## src/rtl/imem_loader.sv

```systemverilog
// imem_loader: takes a byte stream over valid/ready, packs four bytes
// little-endian into a 32-bit word and issues one-cycle word writes
// (word-indexed address) to the instruction memory write port.
// Optional feature macro: IMEM_LOADER_CHECKSUM_EN. When it is defined, one
// trailing checksum byte is accepted and verified after the last word.
//
// Handshake: a byte is consumed on a rising clk edge where in_valid_i and
// in_ready_o are both high. in_ready_o is a registered output, so the source
// may look at it any time during the cycle. Bytes offered while in_ready_o is
// low stay with the source.
module imem_loader #(
    parameter int DEPTH = 64,
    parameter int CNT_W = 7
) (
    input  logic             clk,
    input  logic             reset,
    input  logic             start_i,
    input  logic [CNT_W-1:0] word_count_i,
    input  logic             in_valid_i,
    input  logic [7:0]       in_data_i,
    output logic             in_ready_o,
    output logic             mem_we_o,
    output logic [31:0]      mem_addr_o,
    output logic [31:0]      mem_wdata_o,
    output logic             busy_o,
    output logic             done_o,
    output logic             err_o,
    output logic [1:0]       dbg_state_o
);

    typedef enum logic [1:0] {
        S_IDLE  = 2'd0,
        S_LOAD  = 2'd1,
        S_WRITE = 2'd2,
        S_FIN   = 2'd3
    } state_t;

    state_t           state_q;
    logic [CNT_W-1:0] cnt_q;
    logic [CNT_W-1:0] idx_q;
    logic [1:0]       bcnt_q;
    logic [23:0]      word_q;
    logic             in_ready_q;
    logic             mem_we_q;
    logic [31:0]      mem_addr_q;
    logic [31:0]      mem_wdata_q;
    logic             busy_q;
    logic             done_q;
    logic             err_q;
    logic             take_d;
    logic             last_word_d;

`ifdef IMEM_LOADER_CHECKSUM_EN
    logic [7:0] sum_q;
    logic       chk_q;
    logic [7:0] sum_d;
`endif

    // Handshake and end-of-load decode shared by several states.
    always_comb begin
        take_d      = in_valid_i && in_ready_q;
        last_word_d = (idx_q == (cnt_q - CNT_W'(1)));
`ifdef IMEM_LOADER_CHECKSUM_EN
        sum_d       = sum_q + in_data_i;
`endif
    end

    // Load sequencer: all state and outputs are registered here.
    always_ff @(posedge clk) begin
        if (reset) begin
            state_q     <= S_IDLE;
            cnt_q       <= '0;
            idx_q       <= '0;
            bcnt_q      <= '0;
            word_q      <= '0;
            in_ready_q  <= 1'b0;
            mem_we_q    <= 1'b0;
            mem_addr_q  <= '0;
            mem_wdata_q <= '0;
            busy_q      <= 1'b0;
            done_q      <= 1'b0;
            err_q       <= 1'b0;
`ifdef IMEM_LOADER_CHECKSUM_EN
            sum_q       <= '0;
            chk_q       <= 1'b0;
`endif
        end else begin
            case (state_q)
                S_IDLE: begin
                    done_q   <= 1'b0;
                    err_q    <= 1'b0;
                    mem_we_q <= 1'b0;
                    if (start_i) begin
                        cnt_q <= word_count_i;
                        if (word_count_i == '0) begin
                            done_q <= 1'b1;
                        end else if (word_count_i > CNT_W'(DEPTH)) begin
                            err_q <= 1'b1;
                        end else begin
                            state_q    <= S_LOAD;
                            idx_q      <= '0;
                            bcnt_q     <= '0;
                            in_ready_q <= 1'b1;
                            busy_q     <= 1'b1;
`ifdef IMEM_LOADER_CHECKSUM_EN
                            sum_q      <= '0;
`endif
                        end
                    end
                end
                S_LOAD: begin
                    if (take_d) begin
                        bcnt_q <= bcnt_q + 2'd1;
`ifdef IMEM_LOADER_CHECKSUM_EN
                        sum_q  <= sum_d;
`endif
                        case (bcnt_q)
                            2'd0: word_q[7:0]   <= in_data_i;
                            2'd1: word_q[15:8]  <= in_data_i;
                            2'd2: word_q[23:16] <= in_data_i;
                            default: begin
                                // Fourth byte completes the word: write it next cycle.
                                state_q     <= S_WRITE;
                                in_ready_q  <= 1'b0;
                                mem_we_q    <= 1'b1;
                                mem_addr_q  <= {{(32-CNT_W){1'b0}}, idx_q};
                                mem_wdata_q <= {in_data_i, word_q};
                            end
                        endcase
                    end
                end
                S_WRITE: begin
                    mem_we_q <= 1'b0;
                    if (last_word_d) begin
                        state_q <= S_FIN;
`ifdef IMEM_LOADER_CHECKSUM_EN
                        chk_q      <= 1'b1;
                        in_ready_q <= 1'b1;
`else
                        done_q  <= 1'b1;
`endif
                    end else begin
                        state_q    <= S_LOAD;
                        idx_q      <= idx_q + CNT_W'(1);
                        bcnt_q     <= '0;
                        in_ready_q <= 1'b1;
                    end
                end
                S_FIN: begin
`ifdef IMEM_LOADER_CHECKSUM_EN
                    if (chk_q) begin
                        // Wait for the checksum byte; result pulses while still in FIN.
                        if (take_d) begin
                            chk_q      <= 1'b0;
                            in_ready_q <= 1'b0;
                            if (sum_d == 8'h00) done_q <= 1'b1;
                            else                err_q  <= 1'b1;
                        end
                    end else begin
                        state_q <= S_IDLE;
                        busy_q  <= 1'b0;
                        done_q  <= 1'b0;
                        err_q   <= 1'b0;
                    end
`else
                    state_q <= S_IDLE;
                    busy_q  <= 1'b0;
                    done_q  <= 1'b0;
`endif
                end
                default: state_q <= S_IDLE;
            endcase
        end
    end

    assign in_ready_o  = in_ready_q;
    assign mem_we_o    = mem_we_q;
    assign mem_addr_o  = mem_addr_q;
    assign mem_wdata_o = mem_wdata_q;
    assign busy_o      = busy_q;
    assign done_o      = done_q;
    assign err_o       = err_q;
    assign dbg_state_o = state_q;

endmodule

```

## config.mk

```make
export PLATFORM = sky130hd
export DESIGN_NAME = imem_loader
export DESIGN_NICKNAME = d
export VERILOG_FILES = /design/src/rtl/imem_loader.sv
export SDC_FILE = /design/constraint.sdc
export NUM_CORES = 1
export LEC_CHECK = 0
export CORE_ASPECT_RATIO = 0.6
export CORE_MARGIN = 1.5
export CORE_UTILIZATION = 53
export DETAILED_ROUTE_END_ITERATION = 10
export PLACE_DENSITY = 0.84
export SLEW_MARGIN = 0
export SYNTH_ARGS = -nofsm -noshare
export SYNTH_HDL_FRONTEND = slang
export SYNTH_SLANG_ARGS = --single-unit
```

## constraint.sdc

```tcl
create_clock -name clk -period 5.4 [get_ports clk]
set_input_delay 1.08 -clock clk [delete_from_list [all_inputs] [get_ports clk]]
set_output_delay 1.08 -clock clk [all_outputs]
set_load 0.005 [all_outputs]
```

# After elaboration in Yosys (flattened, before gate mapping)
# Index checks and enable logic that the tools add are counted.
# word_totals
inputBits	19
reg_bits	86
word_cells	91
out_inout_bits	71
# op_classes
addsub	3
order_cmp	1
n_bitwise	1
n_mux	36
reduce_logical	23
eq_ne	13
# ops
op	n
7-bit two-way mux	4
2-bit two-way mux	11
3-bit AND reduction	5
1-bit two-way mux	14
2-bit != test (second input constant)	7
7-bit one-hot mux with 2 select lines	1
5-bit AND reduction	2
2-bit one-hot mux with 4 select lines	1
7-bit by 1-bit adder with 7-bit output (second input constant)	1
7-bit == test	1
7-bit greater-than comparator (second input constant)	1
7-bit zero test	1
7-bit AND reduction	1
7-bit by 1-bit subtractor with 7-bit output (second input constant)	1
2-bit == test (second input constant)	3
1-bit one-hot mux with 3 select lines	2
2-bit one-hot mux with 3 select lines	1
6-bit AND reduction	1
2-bit nonzero test	3
3-bit nonzero test	2
2-bit by 1-bit == test with 1-bit output (second input constant)	2
2-bit zero test	2
1-bit one-hot mux with 2 select lines	2
2-bit AND reduction	2
other kinds (6)	6

# Longest topological paths before layout
# Gate-level depths: netlist of run 1.
# depth
ltp_word	5
ltp_mapped	9
mapped_depth_nobuf	8

# Worst setup path after synthesis of run 1
# OpenSTA, ideal clock, no wires.
# synth_timing
kind	input -> register
startpoint	in word_count_i[1]
endpoint	reg idx_q[1]
setup_ns	0.115
path_buffers	0
required_time_ns	5.285
setup_slack_ns	2.558
arrival_time_ns	2.728
cell_stages	6
path_cell_list	or4_1 -> o31a_1 -> o31a_1 -> or2_1 -> o211a_1 -> o21a_1
# synth_via
elab_chain_cells	3
word_cells_on_any_way	5
cone_classes	1 x order compare; 2 x eq/ne; 2 x reduce/logical
# synth_lines
item	line_no	text
start: declaration	18	input logic [CNT_W-1:0] word_count_i,
7-bit greater-than comparator / 7-bit zero test (equally long branches)	97, 95	
2-bit != test (no line)	--	
5-bit AND reduction (no line) *	--	
end signal: assignment	144	idx_q <= idx_q + CNT_W'(1);
end: declaration	40	logic [CNT_W-1:0] idx_q;
# Every way passes the cells marked *; elsewhere a longest branch is shown, timed or not.
# A chain may end at the register's enable or synchronous reset.

# Final worst setup path of run 1
# Same ends and word-level chain as after synthesis.

==> results of run 1 <==
-- worst register-to-register path: stages, from the launching register on --
cell and delay [ps]:
dfxtp_1 430, inv_1 70, ha_1 280, nor3b_2 190, xnor2_1 130, a2111o_1 420, a311oi_4 730, a21boi_1 200
a211oi_1 280
-- logic make-up (layout without fill, tap and decap cells) --
| kind of cell | after synthesis | count (layout) | share of synthesized area |
|---|---|---|---|
| and+or+nand+nor | 193 | 193 | 0.230 |
| AOI/OAI and AO/OA | 98 | 98 | 0.160 |
| DFF | 86 | 86 | 0.456 |
| buffers and inverters | 62 | 91 | 0.0892 |
| xor gates and xnor gates | 9 | 9 | 0.0249 |
| muxes | 7 | 7 | 0.0186 |
| adders and majority gates | 6 | 6 | 0.0199 |
| other | 1 | 25 | 0.000994 |
-- through the flow --
step / power [mW] / hold WS [ps] / util
floorplan: 0.723 / 432 / -
global placement: 0.741 / 438 / 0.637
detailed placement: 0.743 / 444 / 0.637
CTS: 1.41 / 456 / 0.686
global route: 1.44 / 471 / 0.686
finish: 1.41 / 454 / 0.686
-- final timing paths --
path	from	end	slack, ps	depth (start not counted)
max	word_count_i[1]	idx_q[1]	2310	7
min	mem_wdata_o[1]	mem_wdata_o[1]	450	2
max reg2reg	cnt_q[0]	bcnt_q[0]	2580	8
min reg2reg	mem_wdata_o[1]	mem_wdata_o[1]	450	2
-- sequential cells by signal (all words and copies together) (netlist names) --
name,flops
mem_wdata_o,32
word_q,24
cnt_q,7
idx_q,7
mem_addr_o,7
bcnt_q,2
dbg_state_o,2
busy_o,1
done_o,1
err_o,1
in_ready_o,1
mem_we_o,1
-- layout make-up --
class | count | area, um2 | share of cell area
Sequential cell | 86 | 1720 | 0.369
Tap cell | 87 | 109 | 0.0234
Multi-Input combinational cell | 338 | 1810 | 0.387
Clock inverter | 6 | 92.6 | 0.0199
Inverter | 7 | 26.3 | 0.00564
Clock buffer | 10 | 239 | 0.0513
Timing Repair Buffer | 68 | 666 | 0.143
-- synthesized netlist by cell type, types with 2 or more instances --
cell      instances
ha_1              6
nand4b_1          2
a211oi_1          2
nor3_1            4
nor2b_1           4
or3_1             4
o21ai_0           3
nand2b_1          3
o31a_1            4
xnor2_1           5
or4_1             4
nor3b_1           2
nand3_1          31
clkbuf_1         27
buf_2             2
dfxtp_1          86
nand2_1         115
inv_1             7
o211ai_1          4
xor2_1            3
and3_1            2
nor4_1            2
mux2i_1           7
o211a_1           3
nor2_1           13
a31oi_1           2
nand3b_1          2
a21oi_1          67
and2_1            2
buf_4            25
-- metal layers --
layer | track usage | vias to the layer above | share of wire
met5 | 0 | - | 0
met4 | 0.0839 | 0 | 0.011
met3 | 0.0664 | 11 | 0.079
met2 | 0.363 | 144 | 0.44
met1 | 0.331 | 1521 | 0.47
li1 | - | 1620 | -
-- power by group through the flow --
stage	sequential, mW	combinational, mW	clock (mW)
2_1_floorplan	0.660	0.0628	0
3_3_place_gp	0.663	0.0779	0
3_5_place_dp	0.663	0.0795	0
4_1_cts	0.649	0.0803	0.682
5_1_grt	0.650	0.0887	0.704
6_report	0.649	0.0817	0.675
==> metrics.yaml, run 1 <==
synth_cell_type_count: 49
post_cts_buffers: 0
drt_iter0_drc: 317
drtPass1Iterations: 8
synth-edff-count: 0
ir_drop_mv: 0.209
path_max_fanout: 6
ys_ff_latch: 86
synth_top_area_frac: 0.456
slew_headroom: 0.424
grt_overflow_total: 0
yosys-top-cells-area: "dfxtp_1 (46%), nand2_1 (11%), a21oi_1 (8.9%)"
coreArea_um2: 6790
gp_congestion: 0.821
fmax_mhz: 323
pre_cts_slack_ps: 1970
grt_pass1_vias: 2857
cts_sinks: 86
path_delay_family: "compound AO/OA/AOI/OAI gates"
synth_warnings: 0
path_cells: "clkdlybuf4s50_1, or4_1, o31a_1, o31a_1, or2_1, o211a_1, o21a_1"
max_cap_viol_count: 0
ant_nets: 0
grt_max_degree: 86
p_comb_frac: 0.058
clock_path_buffers: 2
fin_crit_sh: 0.572
hp-class: "reg -> reg"
power.leakage_nw: 1.64
vias: 3296
cts_tree: "yes"
yosysSeqAreaShare: 0.456
cp_slowest_cell: "or4_1"
intPower_mw: 1.10
end_kind: "flop"
root_buffer: "clkbuf_16"
cp_data_required_time_ps: 5630
status: "finished with violations"
syn2layout_area_growth_pct: 23.5
power.density_nw_per_um2: 302
dp_cells: 586
crit_top_cell: "o31a_1"
placed_cell_area_um2: 4330
p_clk_frac: 0.480
sequentialPowerShare: 0.462
rows: 23
ios: 90
fin_worst_skew_ps: 4.24
numCtsBuffers: 9
finalNetCount: 535
cp.buffers_inverters: 1
antenna_found_initial: 0
final_cells: 602
drive_gt1_frac: 0.0485
track_usage: 0.239
setup_slack_ps: 2310
fin_tns_setup_ps: 0
sw_frac_of_total: 0.220
fill_cells: 567
startpoint_type: "primary input"
clk_pin_slew_ps: 60
cts_repair_resize_count: 0
start_util: 0.556
cp_slowest_stage_delay_ps: 580
p_switching_mw: 0.309
dieArea_um2: 7650
wirelength_um: 8930
hold_violations: 0
grt_pass1_wl_um: 14200
htreeDepth: 3
slew_viol_final: 0
synthFlopType: "dfxtp_1"
wl_per_cell_um: 14.8
synthesis.area_um2: 3770
arrival_ps: 3320
n_antenna_cell: 0
netlist_instances: 462
ys_async_sr_fraction: 0
final_common_cell: "nand2_1"
io_buffers: 64
clk_latency_ps: 330
avgViaCountPerCell: 5.48
path_class: "in -> reg"
most-common-layout-cells: "nand2_1 (115), dfxtp_1 (86), a21oi_1 (67)"
tightest_slew_ps: 864
setup_viol: 0
violations: "design-rule violations"
final_area_um2: 4660
fin_crit_ps: 3090
rsz0062_at_grt: "false"
ctsHoldBuffers: 0
die_w_um: 112
avgSynthCellArea_um2: 8.17
yosys.area.top_type: "dfxtp_1"
drc: 14
post-dp-hpwl_um: 6050
chipHeight_um: 68.4
No activity file was read; power rests on OpenSTA's default activity.
==> run 2, diff against run 1 <==
--- a/config.mk
+++ b/config.mk
@@ -7,9 +7,9 @@
 export LEC_CHECK = 0
 export CORE_ASPECT_RATIO = 0.6
 export CORE_MARGIN = 1.5
-export CORE_UTILIZATION = 53
+export CORE_UTILIZATION = 45
 export DETAILED_ROUTE_END_ITERATION = 10
-export PLACE_DENSITY = 0.84
+export PLACE_DENSITY = 0.76
 export SLEW_MARGIN = 0
 export SYNTH_ARGS = -nofsm -noshare
 export SYNTH_HDL_FRONTEND = slang
==> constraint.sdc (replaced) <==
create_clock -name clk -period 2.57 [get_ports clk]
set_input_delay 0.514 -clock clk [delete_from_list [all_inputs] [get_ports clk]]
set_output_delay 0.514 -clock clk [all_outputs]
set_load 0.005 [all_outputs]
==> run 2 against run 1 <==
- the flow now finishes without violations
- via count rose by 2.5%
- sequential power rose by 110%
- clock power rose by 110%
- flip-flop and latch count did not move
- first-iteration DRC count fell by 1.9%
- routed wire length rose by 6.7%
- register-to-register slack got worse by 2400 ps
- combinational power rose by 130%
- clock skew rose by 3.4 ps
- total power rose by 110%
- cell area rose by 3.0%
==> metrics.yaml, run 2 (synthesis gave the netlist of run 1 again) <==
status: "finished clean"
finalNetCount: 548
post-dp-hpwl_um: 6770
startpoint_type: "primary input"
die_w_um: 121
cp_slowest_cell: "or4_1"
setup_viol: 0
syn2layout_area_growth_pct: 27.2
fin_tns_setup_ps: 0
numCtsBuffers: 9
post_cts_buffers: 0
drtPass1Iterations: 4
path_delay_family: "simple AND/OR/NAND/NOR gates"
cts_repair_resize_count: 0
r2r_slack_ps: 210
final_area_um2: 4800
grt_overflow_total: 0
hp-class: "reg -> reg"
final_cells: 636
largest_reg_flops: 32
clock_path_buffers: 2
fin_crit_ps: 2400
cts_tree: "yes"
rows: 25
drive_gt1_frac: 0.0701
dp_cells: 620
rsz0062_at_grt: "false"
chipHeight_um: 73.9
min_from: "mem_wdata_o[18]"
setup_slack_ps: 175
arrival_ps: 2620
fin_worst_skew_ps: 7.60
rr_endpoint: "in_ready_o"
root_buffer: "clkbuf_16"
gp_congestion: 0.803
r2r_start: "cnt_q[1]"
grt_pass1_vias: 3091
slew_viol_final: 0
avgViaCountPerCell: 5.31
final_common_cell: "nand2_1"
ctsHoldBuffers: 0
slew_headroom: 0.639
ios: 90
ir_drop_mv: 0.378
whs_path_depth: 2
clk_pin_slew_ps: 60
grt_pass1_wl_um: 15400
path_max_fanout: 5
drt_iter0_drc: 311
drc: 0
path_class: "in -> reg"
cp.buffers_inverters: 2
end_kind: "flop"
finalCoreUtilization: 0.599
hold_violations: 0
path_cells: "clkdlybuf4s50_1, or4_1, buf_4, nor4_1, o31a_1, or2_1, o21ai_0, o211a_1"
reg2regPathDepth: 9
antenna_found_initial: 0
n_antenna_cell: 0
pre_cts_slack_ps: -173
wl_per_cell_um: 15.0
grt_max_degree: 45
critical_path.startpoint: "word_count_i[1]"
cts_sinks: 86
tightest_slew_ps: 541
ant_nets: 0
track_usage: 0.225
cp_data_required_time_ps: 2800
vias: 3379
htreeDepth: 3
endpoint: "in_ready_o"
io_buffers: 64
clk_latency_ps: 340
power.leakage_nw: 1.71
most-common-layout-cells: "nand2_1 (115), dfxtp_1 (86), a21oi_1 (67)"
fin_crit_sh: 0.932
placed_cell_area_um2: 4460
worst-path-stages: 8
fmax_mhz: 417
dieArea_um2: 8960
max_cap_viol_count: 0
start_util: 0.471
power.density_nw_per_um2: 621
wirelength_um: 9530
coreArea_um2: 8010
cp_slowest_stage_delay_ps: 550
-- run 2: worst min-delay path by stage --
stage | endpoint | slack, ps
after floorplan | mem_wdata_o[0] | 430
after global placement | mem_wdata_o[3] | 440
after detailed placement | mem_wdata_o[16] | 440
after CTS | mem_wdata_o[18] | 450
after global routing | mem_wdata_o[20] | 470
final | mem_wdata_o[18] | 450
-- run 2: per-stage QoR --
stage / total power [mW] / hold slack, ps
2_1_floorplan: 1.52 / 432
3_3_place_gp: 1.57 / 442
3_5_place_dp: 1.58 / 445
4_1_cts: 2.99 / 454
5_1_grt: 3.07 / 467
6_report: 2.98 / 453
-- run 2: area by class of cell --
class / count / area, um2
timing repair buffer: 81 / 776
fill: 698 / 3210
tap: 108 / 135
sequential: 86 / 1720
multi-input combinational: 338 / 1810
clock inverter: 4 / 77.6
inverter: 7 / 26.3
clock buffer: 12 / 256
-- run 2: where the power goes --
group          switching (mW)  total (mW)  internal, mW
registers              0.0162        1.36          1.35
clock network           0.519        1.43         0.909
logic                   0.103       0.189        0.0853
-- run 2: worst register-to-register path, stage by stage, from the launching register on --
cell and delay [ps]:
dfxtp_1 400, inv_1 60, ha_1 200, nor3b_2 170, xnor2_1 140, a2111o_1 430, a311oi_4 310, buf_12 190
o21ai_0 110, o211a_1 240
-- run 2: routing by layer --
| layer | up-vias | share of wire | track usage | wire, um |
|---|---|---|---|---|
| met4 | 0 | 0.018 | 0.0719 | 172 |
| li1 | 1642 | - | - | - |
| met1 | 1596 | 0.48 | 0.310 | 4600 |
| met2 | 123 | 0.43 | 0.331 | 4070 |
| met3 | 18 | 0.072 | 0.0805 | 683 |
| met5 | - | 0 | 0 | 0 |
